==> src/rtl/qspi_flash_sequencer_pkg.sv <==
// Shared types and constants for the quad-SPI flash transaction sequencer.
package qspi_ctrl_pkg;

    typedef enum logic [2:0] {
        ST_IDLE,
        ST_CS_SETUP,
        ST_CMD,
        ST_ADDR,
        ST_DUMMY,
        ST_DATA,
        ST_CS_HOLD,
        ST_DONE
    } state_e;

    localparam int unsigned ADDR_BYTES = 3;
    localparam logic [7:0]  DUMMY_BYTE = 8'h00;

    localparam logic [7:0] WREN  = 8'h06;
    localparam logic [7:0] READ  = 8'h03;
    localparam logic [7:0] QREAD = 8'h6B;
    localparam logic [7:0] PP    = 8'h02;
    localparam logic [7:0] RDSR  = 8'h05;

    function automatic int unsigned max_u(input int unsigned a, input int unsigned b);
        return (a > b) ? a : b;
    endfunction

endpackage

==> src/rtl/qspi_flash_sequencer_if.sv <==
// Host request/response and byte-engine handshake bundle for the flash sequencer.
interface qspi_flash_sequencer_if #(
    parameter int unsigned LEN_W   = 8,
    parameter int unsigned DUMMY_W = 4
);
    logic               req;
    logic [7:0]         cmd;
    logic [23:0]        addr;
    logic               has_addr;
    logic [DUMMY_W-1:0] dummy;
    logic               has_data;
    logic               is_write;
    logic [LEN_W-1:0]   len;
    logic               busy;
    logic               done;
    logic [7:0]         wr_data;
    logic               wr_ready;
    logic [7:0]         rd_data;
    logic               rd_valid;
    logic               eng_start;
    logic [7:0]         eng_tx;
    logic               eng_done;
    logic [7:0]         eng_rx;
    logic               CS;

    modport slave (
        input  req, cmd, addr, has_addr, dummy, has_data, is_write, len,
        input  wr_data, eng_done, eng_rx,
        output busy, done, wr_ready, rd_data, rd_valid, eng_start, eng_tx, CS
    );

    modport master (
        output req, cmd, addr, has_addr, dummy, has_data, is_write, len,
        output wr_data, eng_done, eng_rx,
        input  busy, done, wr_ready, rd_data, rd_valid, eng_start, eng_tx, CS
    );
endinterface

==> src/rtl/qspi_byte_counter.sv <==
// Loadable byte down-counter with zero flag, shared by the ADDR, DUMMY and DATA phases.
module qspi_byte_counter #(
    parameter int unsigned W = 8
) (
    input  logic         clk,
    input  logic         rst,
    input  logic         load,
    input  logic [W-1:0] load_val,
    input  logic         dec,
    output logic [W-1:0] count,
    output logic         zero
);
    logic [W-1:0] count_q, count_d;

    always_comb begin
        count_d = count_q;
        if (load) begin
            count_d = load_val;
        end else if (dec && (count_q != '0)) begin
            count_d = count_q - W'(1);
        end
    end

    always_ff @(posedge clk or posedge rst) begin
        if (rst) begin
            count_q <= '0;
        end else begin
            count_q <= count_d;
        end
    end

    assign count = count_q;
    assign zero  = (count_q == '0);
endmodule

==> src/rtl/qspi_flash_sequencer.sv <==
// Frames one flash command (CMD, ADDR, DUMMY, DATA) under chip select, driving the
// byte engine one byte at a time through its start/done handshake.
module qspi_flash_sequencer
    import qspi_ctrl_pkg::*;
#(
    parameter int unsigned LEN_W   = 8,
    parameter int unsigned DUMMY_W = 4
) (
    input logic                   clk,
    input logic                   reset,
    qspi_flash_sequencer_if.slave bus
);
    localparam int unsigned CNT_W = max_u(max_u(LEN_W, DUMMY_W), 2);

    state_e             state_q, state_d;
    logic [7:0]         cmd_q, cmd_d;
    logic [23:0]        addr_q, addr_d;
    logic               has_addr_q, has_addr_d;
    logic [DUMMY_W-1:0] dummy_q, dummy_d;
    logic               has_data_q, has_data_d;
    logic               is_write_q, is_write_d;
    logic [LEN_W-1:0]   len_q, len_d;

    logic               eng_start_q, eng_start_d;
    logic [7:0]         eng_tx_q, eng_tx_d;
    logic               wr_ready_q, wr_ready_d;
    logic               rd_valid_q, rd_valid_d;
    logic [7:0]         rd_data_q, rd_data_d;

    logic               cnt_load, cnt_dec, cnt_zero;
    logic [CNT_W-1:0]   cnt_load_val, cnt_val;

    logic               byte_done, enter;
    logic [7:0]         eng_tx_out;
    state_e             enter_st, after_cmd, after_addr, after_dummy;

    qspi_byte_counter #(.W(CNT_W)) u_cnt (
        .clk      (clk),
        .rst      (reset),
        .load     (cnt_load),
        .load_val (cnt_load_val),
        .dec      (cnt_dec),
        .count    (cnt_val),
        .zero     (cnt_zero)
    );

    // A done arriving in the same cycle as our start cannot belong to that byte.
    assign byte_done   = bus.eng_done && !eng_start_q;
    assign after_dummy = has_data_q ? ST_DATA : ST_CS_HOLD;
    assign after_addr  = (dummy_q != '0) ? ST_DUMMY : after_dummy;
    assign after_cmd   = has_addr_q ? ST_ADDR : after_addr;
    // Write bytes pass straight through in the wr_ready cycle, then are held from eng_tx_q.
    assign eng_tx_out  = wr_ready_q ? bus.wr_data : eng_tx_q;

    always_comb begin
        state_d      = state_q;
        cmd_d        = cmd_q;
        addr_d       = addr_q;
        has_addr_d   = has_addr_q;
        dummy_d      = dummy_q;
        has_data_d   = has_data_q;
        is_write_d   = is_write_q;
        len_d        = len_q;
        eng_start_d  = 1'b0;
        wr_ready_d   = 1'b0;
        rd_valid_d   = 1'b0;
        rd_data_d    = rd_data_q;
        eng_tx_d     = eng_tx_out;
        cnt_load     = 1'b0;
        cnt_load_val = '0;
        cnt_dec      = 1'b0;
        enter        = 1'b0;
        enter_st     = ST_CS_HOLD;

        case (state_q)
            ST_IDLE: begin
                if (bus.req) begin
                    cmd_d      = bus.cmd;
                    addr_d     = bus.addr;
                    has_addr_d = bus.has_addr;
                    dummy_d    = bus.dummy;
                    has_data_d = bus.has_data;
                    is_write_d = bus.is_write;
                    len_d      = bus.len;
                    state_d    = ST_CS_SETUP;
                end
            end
            ST_CS_SETUP: begin
                state_d     = ST_CMD;
                eng_start_d = 1'b1;
                eng_tx_d    = cmd_q;
            end
            ST_CMD: begin
                if (byte_done) begin
                    enter    = 1'b1;
                    enter_st = after_cmd;
                end
            end
            ST_ADDR: begin
                if (byte_done) begin
                    if (cnt_zero) begin
                        enter    = 1'b1;
                        enter_st = after_addr;
                    end else begin
                        cnt_dec     = 1'b1;
                        eng_start_d = 1'b1;
                        eng_tx_d    = (cnt_val == CNT_W'(2)) ? addr_q[15:8] : addr_q[7:0];
                    end
                end
            end
            ST_DUMMY: begin
                if (byte_done) begin
                    if (cnt_zero) begin
                        enter    = 1'b1;
                        enter_st = after_dummy;
                    end else begin
                        cnt_dec     = 1'b1;
                        eng_start_d = 1'b1;
                        eng_tx_d    = DUMMY_BYTE;
                    end
                end
            end
            ST_DATA: begin
                if (byte_done) begin
                    if (!is_write_q) begin
                        rd_valid_d = 1'b1;
                        rd_data_d  = bus.eng_rx;
                    end
                    if (cnt_zero) begin
                        enter    = 1'b1;
                        enter_st = ST_CS_HOLD;
                    end else begin
                        cnt_dec     = 1'b1;
                        eng_start_d = 1'b1;
                        wr_ready_d  = is_write_q;
                        eng_tx_d    = DUMMY_BYTE;
                    end
                end
            end
            ST_CS_HOLD: state_d = ST_DONE;
            ST_DONE:    state_d = ST_IDLE;
            default:    state_d = ST_IDLE;
        endcase

        // Entering a byte phase loads its count and starts its first byte immediately.
        if (enter) begin
            state_d = enter_st;
            case (enter_st)
                ST_ADDR: begin
                    cnt_load     = 1'b1;
                    cnt_load_val = CNT_W'(ADDR_BYTES - 1);
                    eng_start_d  = 1'b1;
                    eng_tx_d     = addr_q[23:16];
                end
                ST_DUMMY: begin
                    cnt_load     = 1'b1;
                    cnt_load_val = CNT_W'(dummy_q - DUMMY_W'(1));
                    eng_start_d  = 1'b1;
                    eng_tx_d     = DUMMY_BYTE;
                end
                ST_DATA: begin
                    cnt_load     = 1'b1;
                    cnt_load_val = CNT_W'(len_q);
                    eng_start_d  = 1'b1;
                    wr_ready_d   = is_write_q;
                    eng_tx_d     = DUMMY_BYTE;
                end
                default: ;
            endcase
        end
    end

    always_ff @(posedge clk or posedge reset) begin
        if (reset) begin
            state_q     <= ST_IDLE;
            cmd_q       <= '0;
            addr_q      <= '0;
            has_addr_q  <= 1'b0;
            dummy_q     <= '0;
            has_data_q  <= 1'b0;
            is_write_q  <= 1'b0;
            len_q       <= '0;
            eng_start_q <= 1'b0;
            eng_tx_q    <= '0;
            wr_ready_q  <= 1'b0;
            rd_valid_q  <= 1'b0;
            rd_data_q   <= '0;
        end else begin
            state_q     <= state_d;
            cmd_q       <= cmd_d;
            addr_q      <= addr_d;
            has_addr_q  <= has_addr_d;
            dummy_q     <= dummy_d;
            has_data_q  <= has_data_d;
            is_write_q  <= is_write_d;
            len_q       <= len_d;
            eng_start_q <= eng_start_d;
            eng_tx_q    <= eng_tx_d;
            wr_ready_q  <= wr_ready_d;
            rd_valid_q  <= rd_valid_d;
            rd_data_q   <= rd_data_d;
        end
    end

    assign bus.busy      = (state_q != ST_IDLE);
    assign bus.done      = (state_q == ST_DONE);
    assign bus.CS        = (state_q == ST_IDLE) || (state_q == ST_DONE);
    assign bus.eng_start = eng_start_q;
    assign bus.eng_tx    = eng_tx_out;
    assign bus.wr_ready  = wr_ready_q;
    assign bus.rd_valid  = rd_valid_q;
    assign bus.rd_data   = rd_data_q;
endmodule
==> src/flat_wrapper.sv <==
// flat-port wrapper written by rule: the top's interface ports become plain ports
module qspi_flash_sequencer_flat import qspi_ctrl_pkg::*;
#(
    parameter int unsigned LEN_W   = 8,
    parameter int unsigned DUMMY_W = 4
)
  (clk, reset, bus_req, bus_cmd, bus_addr, bus_has_addr, bus_dummy, bus_has_data, bus_is_write, bus_len, bus_wr_data, bus_eng_done, bus_eng_rx, bus_busy, bus_done, bus_wr_ready, bus_rd_data, bus_rd_valid, bus_eng_start, bus_eng_tx, bus_CS);
  qspi_flash_sequencer_if #(.LEN_W(LEN_W), .DUMMY_W(DUMMY_W)) bus_i ();
  input logic clk;
  input logic reset;
  input wire logic [$bits(bus_i.req)-1:0] bus_req;
  input wire logic [$bits(bus_i.cmd)-1:0] bus_cmd;
  input wire logic [$bits(bus_i.addr)-1:0] bus_addr;
  input wire logic [$bits(bus_i.has_addr)-1:0] bus_has_addr;
  input wire logic [$bits(bus_i.dummy)-1:0] bus_dummy;
  input wire logic [$bits(bus_i.has_data)-1:0] bus_has_data;
  input wire logic [$bits(bus_i.is_write)-1:0] bus_is_write;
  input wire logic [$bits(bus_i.len)-1:0] bus_len;
  input wire logic [$bits(bus_i.wr_data)-1:0] bus_wr_data;
  input wire logic [$bits(bus_i.eng_done)-1:0] bus_eng_done;
  input wire logic [$bits(bus_i.eng_rx)-1:0] bus_eng_rx;
  output wire logic [$bits(bus_i.busy)-1:0] bus_busy;
  output wire logic [$bits(bus_i.done)-1:0] bus_done;
  output wire logic [$bits(bus_i.wr_ready)-1:0] bus_wr_ready;
  output wire logic [$bits(bus_i.rd_data)-1:0] bus_rd_data;
  output wire logic [$bits(bus_i.rd_valid)-1:0] bus_rd_valid;
  output wire logic [$bits(bus_i.eng_start)-1:0] bus_eng_start;
  output wire logic [$bits(bus_i.eng_tx)-1:0] bus_eng_tx;
  output wire logic [$bits(bus_i.CS)-1:0] bus_CS;
  assign bus_i.req = bus_req;
  assign bus_i.cmd = bus_cmd;
  assign bus_i.addr = bus_addr;
  assign bus_i.has_addr = bus_has_addr;
  assign bus_i.dummy = bus_dummy;
  assign bus_i.has_data = bus_has_data;
  assign bus_i.is_write = bus_is_write;
  assign bus_i.len = bus_len;
  assign bus_i.wr_data = bus_wr_data;
  assign bus_i.eng_done = bus_eng_done;
  assign bus_i.eng_rx = bus_eng_rx;
  assign bus_busy = bus_i.busy;
  assign bus_done = bus_i.done;
  assign bus_wr_ready = bus_i.wr_ready;
  assign bus_rd_data = bus_i.rd_data;
  assign bus_rd_valid = bus_i.rd_valid;
  assign bus_eng_start = bus_i.eng_start;
  assign bus_eng_tx = bus_i.eng_tx;
  assign bus_CS = bus_i.CS;
  qspi_flash_sequencer #(.LEN_W(LEN_W), .DUMMY_W(DUMMY_W)) u_core (.clk(clk), .reset(reset), .bus(bus_i));
endmodule
==> config.mk <==
export PLATFORM = sky130hd
export DESIGN_NAME = qspi_flash_sequencer_flat
export DESIGN_NICKNAME = d
export VERILOG_FILES = /design/src/rtl/qspi_flash_sequencer_pkg.sv /design/src/rtl/qspi_flash_sequencer_if.sv /design/src/rtl/qspi_byte_counter.sv /design/src/rtl/qspi_flash_sequencer.sv /design/src/flat_wrapper.sv
export SDC_FILE = /design/constraint.sdc
export NUM_CORES = 1
export LEC_CHECK = 0
export CAP_MARGIN = 20
export CORE_MARGIN = 2
export CORE_UTILIZATION = 55
export DETAILED_ROUTE_END_ITERATION = 8
export DONT_BUFFER_PORTS = 1
export PLACE_DENSITY = 0.7
export SYNTH_ARGS = -nofsm -noshare
export SYNTH_HDL_FRONTEND = slang
export SYNTH_SLANG_ARGS = --single-unit
==> constraint.sdc <==
create_clock -name clk -period 5.5 [get_ports clk]
set_input_delay 1.1 -clock clk [delete_from_list [all_inputs] [get_ports clk]]
set_output_delay 1.1 -clock clk [all_outputs]
set_load 0.05 [all_outputs]
==> impl_metrics.json <==
{
  "gp_congestion": 0.8601,
  "seqPwrFrac_pct": 46.6,
  "cts_resized": 0,
  "cts_tree": "built",
  "finalSetupViolCount": 0,
  "dp_hpwl_mm": 5.831,
  "grt_pass1_vias": 2605,
  "ctsHtreeMaxLevel": 3,
  "period_minus_slack_ps": 3218,
  "grt_usage_pct": 22.79,
  "end_kind": "primary output",
  "post_cts_buffers": 0,
  "finalHoldViolCount": 0,
  "irDropWorstVdd_v": 0.0003790,
  "pwr-share-comb_pct": 38.3,
  "postRouteWirelength_mm": 8.075,
  "critPathKind": "reg2out",
  "hp-class": "reg2reg",
  "clockBufferDepth": 2,
  "grt_pass1_wl_mm": 13.08,
  "worstSkewPairLatency_ps": 350,
  "fmax_ghz": 0.3107,
  "ys_seq_area_share_pct": 50.69,
  "ctsRootBufferMaster": "clkbuf_8",
  "syn_area_per_cell_um2": 11.08,
  "fin_nets": 412,
  "crit_chain": "or3_1 > nand2_1",
  "relSlewSlack_pct": 36.17,
  "layout-drive-gt1-share_pct": 25.29,
  "fillCellCount": 588,
  "core_area_mm2": 0.006756,
  "hold_ws_ps": 493.9,
  "clock_sinks": 77,
  "vias_per_cell": 6.097,
  "synth_nets": 415,
  "vias": 2585,
  "clock_skew_ps": 9.714,
  "p_sw_mw": 1.035,
  "synth_ff_type": "dfrtp_1",
  "grt_start_max_net_pins": 78,
  "drc": 0,
  "port_buffers": 0,
  "pwr_density_cell_mw_per_mm2": 610.6,
  "pwr-share-clk_pct": 15.1,
  "numCtsBuffers": 9,
  "dieWidth_um": 87.14,
  "synth_area_mm2": 0.003801,
  "drv_slew": 0,
  "clk_pin_slew_ps": 70,
  "die-area_mm2": 0.007593,
  "area_growth_pct": 5.859,
  "final_cells": 424,
  "yosys_register_bits": 77,
  "power_leakage_nw": 1.719,
  "intPower_mw": 1.422,
  "fin_tns_setup_ps": 0,
  "start_kind": "flop",
  "ys_warn_count": 0,
  "drv_cap": 0,
  "cp_slowest_cell": "or3_1",
  "worstMarginPinSlew_ps": 957.4,
  "cp_max_fo": 18,
  "drtIter0Drc": 187,
  "crit_arrival_ps": 2120,
  "sw_frac_of_total_pct": 42.11,
  "grt.overflow.total": 0,
  "fin_crit_sh_pct": 58.51,
  "wl_per_cell_um": 19.04,
  "utilization_pct": 59.56,
  "antenna_left": 0,
  "crit_family": "simple AND/OR/NAND/NOR gates",
  "rows": 30,
  "finalWorstSetupSlack_ps": 2282,
  "crit_buf_inv": 0,
  "synth_enable_flop_cells": 0,
  "multi_input_area_mm2": 0.001762,
  "diodes": 0,
  "register_area_mm2": 0.001927,
  "io_pins": 89,
  "pre_cts_slack_ps": 2539,
  "placedCellCount": 408,
  "die_y_um": 87.14,
  "synth_cell_type_count": 51,
  "initial_core_util_pct": 56.26,
  "worstPathRequired_ps": 4400,
  "status": "finished clean",
  "antenna_found_initial": 0,
  "synth_async_sr_flop_share_pct": 100.0,
  "max_stage_delay_ps": 720,
  "synthCells": 343,
  "holdBufCountCts": 0,
  "grt_setup_unrepaired": "no",
  "drtPass1Iterations": 8
}
==> state kept, by name, summed over array words and instances, names as in the netlist, 3 cells and up <==
signal,flops
u_core.addr_q,24
u_core.bus.rd_data,8
u_core.cmd_q,8
u_core.dummy_q,4
u_core.eng_tx_q,8
u_core.len_q,8
u_core.state_q,3
u_core.u_cnt.count,8
==> worst paths after layout <==
path,from,endpoint,slack (ps),depth (start not counted)
setup / recovery,u_core.state_q[0],bus_CS,2280,2
hold / removal,u_core.addr_q[23],u_core.eng_tx_q[7],490,2
setup reg to reg,u_core.state_q[0],u_core.len_q[0],2580,4
hold reg to reg,u_core.addr_q[23],u_core.eng_tx_q[7],490,2
max in group asynchronous,reset,u_core.u_cnt.count[0],3960,2
min in group asynchronous,reset,u_core.bus.rd_valid,920,2
==> stage by stage <==
step                      cell area [µm²]  power, mW
after floorplan                      3801      1.900
after global placement               3852      2.069
after detailed placement             3852      2.097
after CTS                            4019      2.471
after global routing                 4024      2.627
final                                4024      2.457
==> placed cells by master, fill, tap and decap left out, types with 2 or more instances in the layout <==
cell | synthesis | routed
nand3_1 | 5 | 5
o221ai_1 | 2 | 2
nor3_1 | 7 | 7
clkinvlp_4 | 0 | 2
a222oi_1 | 8 | 8
inv_1 | 12 | 11
nand2_1 | 48 | 48
and2_1 | 3 | 3
mux2_2 | 60 | 60
nand3b_1 | 3 | 3
o21ai_0 | 21 | 21
buf_4 | 0 | 2
a32oi_1 | 2 | 2
clkinv_2 | 0 | 2
nor2_1 | 13 | 12
and3_1 | 3 | 3
mux2i_1 | 3 | 3
dfrtp_1 | 77 | 77
or3_1 | 5 | 5
nand2b_1 | 3 | 3
nor2b_1 | 3 | 3
o22ai_1 | 3 | 3
xor2_1 | 5 | 5
a21oi_1 | 7 | 7
clkbuf_8 | 0 | 10
ha_1 | 5 | 5
a31oi_1 | 3 | 3
==> cell usage after synthesis (5+ instances only) <==
cell	number	area (µm²)
mux2_2	60	675.7
inv_1	12	45.04
a21oi_1	7	35.03
nand2_1	48	180.2
a222oi_1	8	80.08
ha_1	5	62.56
clkbuf_1	9	33.78
buf_2	6	30.03
or3_1	5	31.28
o21ai_0	21	105.1
nor3_1	7	35.03
nand3_1	5	25.02
dfrtp_1	77	1927
xor2_1	5	43.79
nor2_1	13	48.80
==> layer usage <==
metal	wire length [µm]	part of all wire [%]	vias to the layer above	GRT usage, %
met2	3795	47	91	34.91
met4	136	1.7	0	9.510
li1	-	-	1226	-
met1	3616	45	1256	30.64
met5	0	0	-	0
met3	528	6.5	12	6.445
==> cell type report <==
| type | instances | area share (%) |
|---|---|---|
| sequential | 77 | 47.89 |
| multi-input combinational | 236 | 43.78 |
| clock buffer | 11 | 3.514 |
| tap | 80 | 2.488 |
| inverter | 13 | 1.213 |
| clock inverter | 4 | 0.6219 |
| timing repair buffer | 3 | 0.4975 |
==> worst register-to-register path: cells and delay by family (launching register included) <==
family / cells / cell delay (ps)
DFF: 1 / 570
muxes: 1 / 380
and+or+nand+nor: 2 / 1400
buffers and inverters: 1 / 440
==> kinds of logic after synthesis <==
kind of cell             synth area share, %
AND/OR/NAND/NOR                        13.40
flip-flops                             50.69
multiplexers                           18.56
AO/OA/AOI/OAI                          11.16
buffers and inverters                  3.160
XOR/XNOR                               1.382
adder cells (fa/ha/maj)                1.646
==> power groups by stage <==
stage	Combinational, mW	Sequential (mW)	Clock (mW)
finish	0.941	1.15	0.370
global route	1.04	1.18	0.403
CTS	0.946	1.14	0.381
detailed placement	0.945	1.15	0
global placement	0.925	1.14	0
floorplan	0.833	1.07	0
Power figures use the tool's default switching activity.
